`src/rtl/lp805x_syncrd_if.sv`:
```
// Read-port / byte-stream bundle for lp805x_syncrd.
// master: the reader (pops words, emits bytes); slave: the environment.
interface lp805x_syncrd_if #(
  parameter int DATA_W = 40
);
  logic              rrdy;
  logic [DATA_W-1:0] rdata;
  logic              rget;
  logic              flush;
  logic [7:0]        byte_o;
  logic              byte_vld;
  logic              byte_ack;
  logic [2:0]        bytes_left;
  logic              busy;

  modport master (
    input  rrdy, rdata, flush, byte_ack,
    output rget, byte_o, byte_vld,
    output bytes_left, busy
  );

  modport slave (
    output rrdy, rdata, flush, byte_ack,
    input  rget, byte_o, byte_vld,
    input  bytes_left, busy
  );
endinterface

```
`src/rtl/lp805x_syncrd.sv`:
```
// Word-to-byte reader behind lp805x_syncg (rclk domain).
// Ports: clk, rst (async high), bus (lp805x_syncrd_if.master):
//   rrdy/rdata/rget word pop, flush, byte_o/byte_vld/byte_ack
//   byte stream, bytes_left, busy.
// Option: define LP805X_SYNCRD_PREFETCH_EN for a one-word
//   prefetch slot giving zero-bubble back-to-back words.
module lp805x_syncrd #(
  parameter int DATA_W    = 40,
  parameter bit LSB_FIRST = 1'b1
) (
  input  logic                  clk,
  input  logic                  rst,
  lp805x_syncrd_if.master       bus
);
  localparam int NB = DATA_W / 8;
  localparam int IW = (NB > 1) ? $clog2(NB) : 1;

  typedef enum logic {
    IDLE,
    SHIFT
  } state_t;

  state_t            state_q, state_d;
  logic [DATA_W-1:0] word_q, word_d;
  logic [IW-1:0]     idx_q, idx_d;
  logic [IW-1:0]     sel;
  logic              ack, last;
  logic              slot_free, rget;

`ifdef LP805X_SYNCRD_PREFETCH_EN
  logic [DATA_W-1:0] pf_q, pf_d;
  logic              pf_vld_q, pf_vld_d;
  assign slot_free = (state_q == IDLE) | ~pf_vld_q;
  assign bus.busy  = (state_q != IDLE) | pf_vld_q;
`else
  assign slot_free = (state_q == IDLE);
  assign bus.busy  = (state_q != IDLE);
`endif

  // rst gate keeps the pop strobe low while the block is held in reset
  assign rget = bus.rrdy & ~bus.flush
              & slot_free & ~rst;
  assign bus.rget = rget;

  assign ack  = bus.byte_ack & (state_q == SHIFT);
  assign last = (idx_q == IW'(NB - 1));
  assign sel  = LSB_FIRST ? idx_q
                          : IW'(NB - 1) - idx_q;

  assign bus.byte_vld = (state_q == SHIFT);
  assign bus.byte_o   = (state_q == SHIFT)
                      ? word_q[{sel, 3'b000} +: 8]
                      : 8'h00;
  assign bus.bytes_left = (state_q == SHIFT)
                        ? 3'(NB - int'(idx_q))
                        : 3'd0;

  always_comb begin
    state_d = state_q;
    word_d  = word_q;
    idx_d   = idx_q;
`ifdef LP805X_SYNCRD_PREFETCH_EN
    pf_d     = pf_q;
    pf_vld_d = pf_vld_q;
`endif
    if (bus.flush) begin
      state_d = IDLE;
      idx_d   = '0;
`ifdef LP805X_SYNCRD_PREFETCH_EN
      pf_vld_d = 1'b0;
`endif
    end else begin
      unique case (state_q)
        IDLE: begin
          if (rget) begin
            word_d  = bus.rdata;
            idx_d   = '0;
            state_d = SHIFT;
          end
        end
        SHIFT: begin
`ifdef LP805X_SYNCRD_PREFETCH_EN
          if (rget) begin
            pf_d     = bus.rdata;
            pf_vld_d = 1'b1;
          end
`endif
          if (ack && !last) begin
            idx_d = idx_q + IW'(1);
          end else if (ack) begin
            idx_d = '0;
`ifdef LP805X_SYNCRD_PREFETCH_EN
            // a word popped on the last-byte edge
            // goes straight to the word register
            if (pf_vld_q) begin
              word_d   = pf_q;
              pf_vld_d = 1'b0;
            end else if (rget) begin
              word_d   = bus.rdata;
              pf_vld_d = 1'b0;
            end else begin
              state_d = IDLE;
            end
`else
            state_d = IDLE;
`endif
          end
        end
      endcase
    end
  end

  always_ff @(posedge clk or posedge rst) begin
    if (rst) begin
      state_q <= IDLE;
      word_q  <= '0;
      idx_q   <= '0;
`ifdef LP805X_SYNCRD_PREFETCH_EN
      pf_q     <= '0;
      pf_vld_q <= 1'b0;
`endif
    end else begin
      state_q <= state_d;
      word_q  <= word_d;
      idx_q   <= idx_d;
`ifdef LP805X_SYNCRD_PREFETCH_EN
      pf_q     <= pf_d;
      pf_vld_q <= pf_vld_d;
`endif
    end
  end
endmodule
```
`src/flat_wrapper.sv`:
```
// flat-port wrapper written by rule: the top's interface ports become plain ports
module lp805x_syncrd_flat 
#(
  parameter int DATA_W    = 40,
  parameter bit LSB_FIRST = 1'b1
)
  (clk, rst, bus_rrdy, bus_rdata, bus_flush, bus_byte_ack, bus_rget, bus_byte_o, bus_byte_vld, bus_bytes_left, bus_busy);
  lp805x_syncrd_if #(.DATA_W(DATA_W)) bus_i ();
  input  logic clk;
  input  logic rst;
  input wire logic [$bits(bus_i.rrdy)-1:0] bus_rrdy;
  input wire logic [$bits(bus_i.rdata)-1:0] bus_rdata;
  input wire logic [$bits(bus_i.flush)-1:0] bus_flush;
  input wire logic [$bits(bus_i.byte_ack)-1:0] bus_byte_ack;
  output wire logic [$bits(bus_i.rget)-1:0] bus_rget;
  output wire logic [$bits(bus_i.byte_o)-1:0] bus_byte_o;
  output wire logic [$bits(bus_i.byte_vld)-1:0] bus_byte_vld;
  output wire logic [$bits(bus_i.bytes_left)-1:0] bus_bytes_left;
  output wire logic [$bits(bus_i.busy)-1:0] bus_busy;
  assign bus_i.rrdy = bus_rrdy;
  assign bus_i.rdata = bus_rdata;
  assign bus_i.flush = bus_flush;
  assign bus_i.byte_ack = bus_byte_ack;
  assign bus_rget = bus_i.rget;
  assign bus_byte_o = bus_i.byte_o;
  assign bus_byte_vld = bus_i.byte_vld;
  assign bus_bytes_left = bus_i.bytes_left;
  assign bus_busy = bus_i.busy;
  lp805x_syncrd #(.DATA_W(DATA_W), .LSB_FIRST(LSB_FIRST)) u_core (.clk(clk), .rst(rst), .bus(bus_i));
endmodule
```
`config.mk`:
```
export PLATFORM = sky130hd
export DESIGN_NAME = lp805x_syncrd_flat
export DESIGN_NICKNAME = d
export VERILOG_FILES = /design/src/rtl/lp805x_syncrd_if.sv /design/src/rtl/lp805x_syncrd.sv /design/src/flat_wrapper.sv
export SDC_FILE = /design/constraint.sdc
export NUM_CORES = 1
export LEC_CHECK = 0
export CORE_MARGIN = 1.5
export CORE_UTILIZATION = 49
export DETAILED_ROUTE_END_ITERATION = 10
export PLACE_DENSITY = 0.8
export SKIP_CTS_REPAIR_TIMING = 1
export SLEW_MARGIN = 20
export SYNTH_ARGS = -nofsm -noshare
export SYNTH_HDL_FRONTEND = slang
export SYNTH_SLANG_ARGS = --single-unit
```
`constraint.sdc`:
```
create_clock -name clk -period 1.9 [get_ports clk]
set_input_delay 0.38 -clock clk [delete_from_list [all_inputs] [get_ports clk]]
set_output_delay 0.38 -clock clk [all_outputs]
set_load 0.005 [all_outputs]
```
Word level (Yosys, flattened, before mapping)
Cells that the tools add are included.

Register bits after elaboration: 44. Latch bits: 0. Memory bits (writable): 0. ROM bits: 0. Input bits: 45. Output and inout port bits: 14. Word-level logic and storage cells: 32. Memories kept: 0.

$add $sub $neg: 2. Multipliers: 0. Div/mod/pow operators: 0. Order comparisons: 0. Eq/ne operators: 3. Shift operators: 1. Mux-type cells: 12. Bitwise logic cells: 7. Reductions and logical operators: 4.

Operator list (number): $shiftx 40x7->8 (1); $mux 3 (5); $mux 8 (1); $pmux 3 s2 (1); $and 1x1->1 (4); $mux 1 (4); $ne 4x4->1 const B (1); $add 3x1->3 const B (1); $eq 3x3->1 const B (1); $ne 3x3->1 const B (1); $not 1->1 (3); $reduce_and 3->1 (1); $sub 3x3->3 const A (1); $pmux 1 s2 (1); $reduce_and 2->1 (1); $logic_and 1x1->1 (1); $logic_not 1->1 (1).

Longest topological paths before layout
Depth after elaboration: 7. Depth in mapped cells: 6. Gate-level depth less buffers: 5.

Worst setup path after synthesis
No wires, ideal clock.

Path kind: reg-to-output. From: reg u_core.idx_q[1]. To: out bus_byte_o[6]. Arrival time: 1269 ps. Slack: 251 ps. Stages on the path, launching flop included: 5. Path buffers: 1. Cell sequence: dfrtp_1 -> buf_2 -> mux2_2 -> a222oi_1 -> inv_1.

Cells in the longest elaborated chain, start to end: 2.

RTL lines: start: declaration (line lp805x_syncrd.sv:25) `logic [IW-1:0] idx_q, idx_d;`; start signal: assignment (line lp805x_syncrd.sv:125) `idx_q <= idx_d;`; $shiftx 40x7->8 (line lp805x_syncrd.sv:52) `? word_q[{sel, 3'b000} +: 8]`; $mux 8 (line lp805x_syncrd.sv:52); end: declaration (line flat_wrapper.sv:16) `output wire logic [$bits(bus_i.byte_o)-1:0] bus_byte_o;`.

Every way passes these cells.

Worst setup path after layout
Same ends and word-level chain as after synthesis.

==> impl_metrics.yaml <==
status:
  outcome: "complete, but fails checks"
  violations: "negative setup slack"
die:
  num_io_pins: 59
  dieArea_sq_mm: 0.005204
  coreArea_sq_mm: 0.004474
  initial_core_util_pct: 52.35
  die_w_um: 72.14
  rows: 24
  die_h_um: 72.14
timing:
  slew_viol_final: 0
  tightest_slew_ns: 0.3524
  fin_crit_sh_pct: 113.3
  fin_skew_ns: 0.006277
  setup_violations: 8
  slew-limit-headroom_pct: 76.36
  min_period_ns: 2.152
  layout_setup_ws_ns: -0.2520
  timing.final.hold_violations: 0
  fmax_mhz: 464.7
  rsz0062_at_grt: "true"
global_routing:
  grt_max_degree: 23
  grt-ovfl-total: 0
  grt.total_usage_pct: 21.03
  grt_busiest_layer: "met2"
  antenna_found_initial: 0
  use_met3_pct: 4.583
  grt_pass1_wl_um: 8211
  use_met1_pct: 25.87
  grt_pass1_vias: 1688
  grt_use_met2_pct: 34.98
logic_synthesis:
  synthDistinctLibCells: 28
  syn_avg_cell_area_sq_um: 14.55
  syn-num-nets: 208
  yosys_warnings: 0
  synth_seq_cells: 44
  ys_seq_area_share_pct: 47.01
  synth_area_sq_mm: 0.002342
  synthCells: 161
final_layout:
  drive_gt1_share_pct: 50.61
  final_cell_count_no_fill: 299
  layout_common_cells: "clkdlybuf4s50_1 (46), dfrtp_1 (43), mux2_4 (40)"
  multi_input_area_sq_mm: 0.001159
  final_cell_area_sq_mm: 0.003342
  seqCellArea_sq_mm: 0.001102
  n_fill_cell: 254
  diodes: 0
  nets: 293
  area_growth_syn_to_layout_pct: 42.68
  layout_commonest_cell: "clkdlybuf4s50_1"
clocking:
  numCtsBuffers: 5
  clock_latency_ns: 0.31
  clk_path_buf_depth: 2
  root_buffer: "clkbuf_8"
  clock-sinks: 44
  htree_levels: 2
  clk_pin_slew_ns: 0.08
  cts_tree: "done"
setup_path:
  arrival_ns: 1.77
  path_delay_family: "buffers and inverters"
  setup.worst_path.class: "reg -> out"
  critPathLaunchType: "register"
  required_ns: 1.52
  cp_num_cells: 6
  cp-end-kind: "output port"
  critical_path.slowest_cell: "dfrtp_2"
  path_common_cell: "buf_6"
  worstPathMaxFanout: 5
  crit_chain: "buf_6 -> buf_6 -> mux2_2 -> a222oi_1 -> inv_1 -> clkbuf_2"
  crit_buf_inv: 4
  worst-r2r-cell-count: 6
  slowest_delay_ns: 0.41
placed_design:
  io_buffers: 58
  gp_congestion: 0.8286
  dp.cells: 280
  dpl_worst_slack_ns: -0.2079
  dp_hpwl_um: 3769
  placed_area_sq_mm: 0.003034
pwr:
  cellPowerDensity_mw_per_mm2: 818.7
  vdd_drop_max_mv: 0.4993
  leakage_nw: 1.591
min_path:
  worstHoldPathCells: 1
  hold_path_class: "reg -> reg"
detailed_routing:
  wl_per_cell_um: 19.14
  drc: 0
  viasPerCell: 5.181
  drt_iter0_drc: 116
  antenna_left: 0
  vias: 1549
  dr.pass1.iters: 4
  routed_wl_um: 5722
flow_run:
  maxCapViolCount: 0
## worst paths after layout
check | startpoint | endpoint | slack [ns]
max reg2reg | u_core.bus.busy | u_core.word_q[11] | 0.16
min reg2reg | u_core.word_q[8] | u_core.word_q[8] | 0.52
max | u_core.idx_q[1] | bus_byte_o[6] | -0.25
max in group asynchronous | rst | u_core.idx_q[1] | 0.98
min in group asynchronous | rst | u_core.word_q[36] | 0.68
min | u_core.word_q[8] | u_core.word_q[8] | 0.52
## power breakdown
part           switching, W  leakage (nW)  internal (W)
clock network      0.000342        0.0614      0.000430
registers          0.000135         0.528       0.00113
logic              0.000207          1.00      0.000487
## metal layers
layer	vias to the layer above	share of wire, %
li1	732	-
met2	40	52
met5	-	0
met4	0	2.5
met3	8	4.2
met1	769	42
## stage by stage
stage	hold slack [ns]	power (W)	TNS, ns	util, %
after detailed placement	0.4901	0.001929	-6.216	67.81
after CTS	0.5139	0.002696	-4.505	70.53
after global placement	0.4887	0.001900	-3.252	67.81
after floorplan	0.4749	0.001679	0	-
final	0.5153	0.002736	-1.410	74.69
after global routing	0.5354	0.002856	-2.037	74.69
## synthesized netlist by cell type, drive strengths merged
master / n / area (sq um)
nor2b: 2 / 12.51
inv: 5 / 18.77
ha: 2 / 25.02
a21boi: 1 / 7.510
a31o: 1 / 8.760
o21ai: 1 / 5.000
mux2: 57 / 784.5
a22o: 1 / 8.760
and2: 3 / 21.27
nand2: 14 / 52.55
nor3b: 3 / 32.53
nor4bb: 1 / 10.01
dfrtp: 44 / 1101
a22oi: 7 / 52.55
a222oi: 1 / 10.01
clkbuf: 1 / 3.750
a21bo: 1 / 10.01
a211oi: 1 / 7.510
and3b: 2 / 17.52
xnor2: 1 / 8.760
nand3: 1 / 5.000
buf: 11 / 138.9
## registers in the layout, indices dropped and copies added (netlist names)
register         flops
u_core.bus.busy      1
u_core.word_q       40
u_core.idx_q         3
## cell families after synthesis
logic type,count (synthesis),share of synthesized area [%]
AO/OA/AOI/OAI,14,4.701
XOR/XNOR,1,0.3740
adder cells (fa/ha/maj),2,1.068
buffers and inverters,17,6.891
flip-flops,44,47.01
multiplexers,57,33.49
AND/OR/NAND/NOR,26,6.463
## cell type report
cell class,instances,area share (%)
multi-input cells,100,34.67
flip-flops and latches,44,32.98
repair buffers,90,26.21
clock buffers,6,2.471
well taps,52,1.947
clock inverters,2,1.161
inverters,5,0.5616
## worst register-to-register path: cells and delay by family (launching register included)
kind          cells  cell delay (ns)
mux               1             0.33
simple gates      2             0.37
buf+inv           3             0.53
flops             1             0.42
Power figures use the tool's default switching activity.
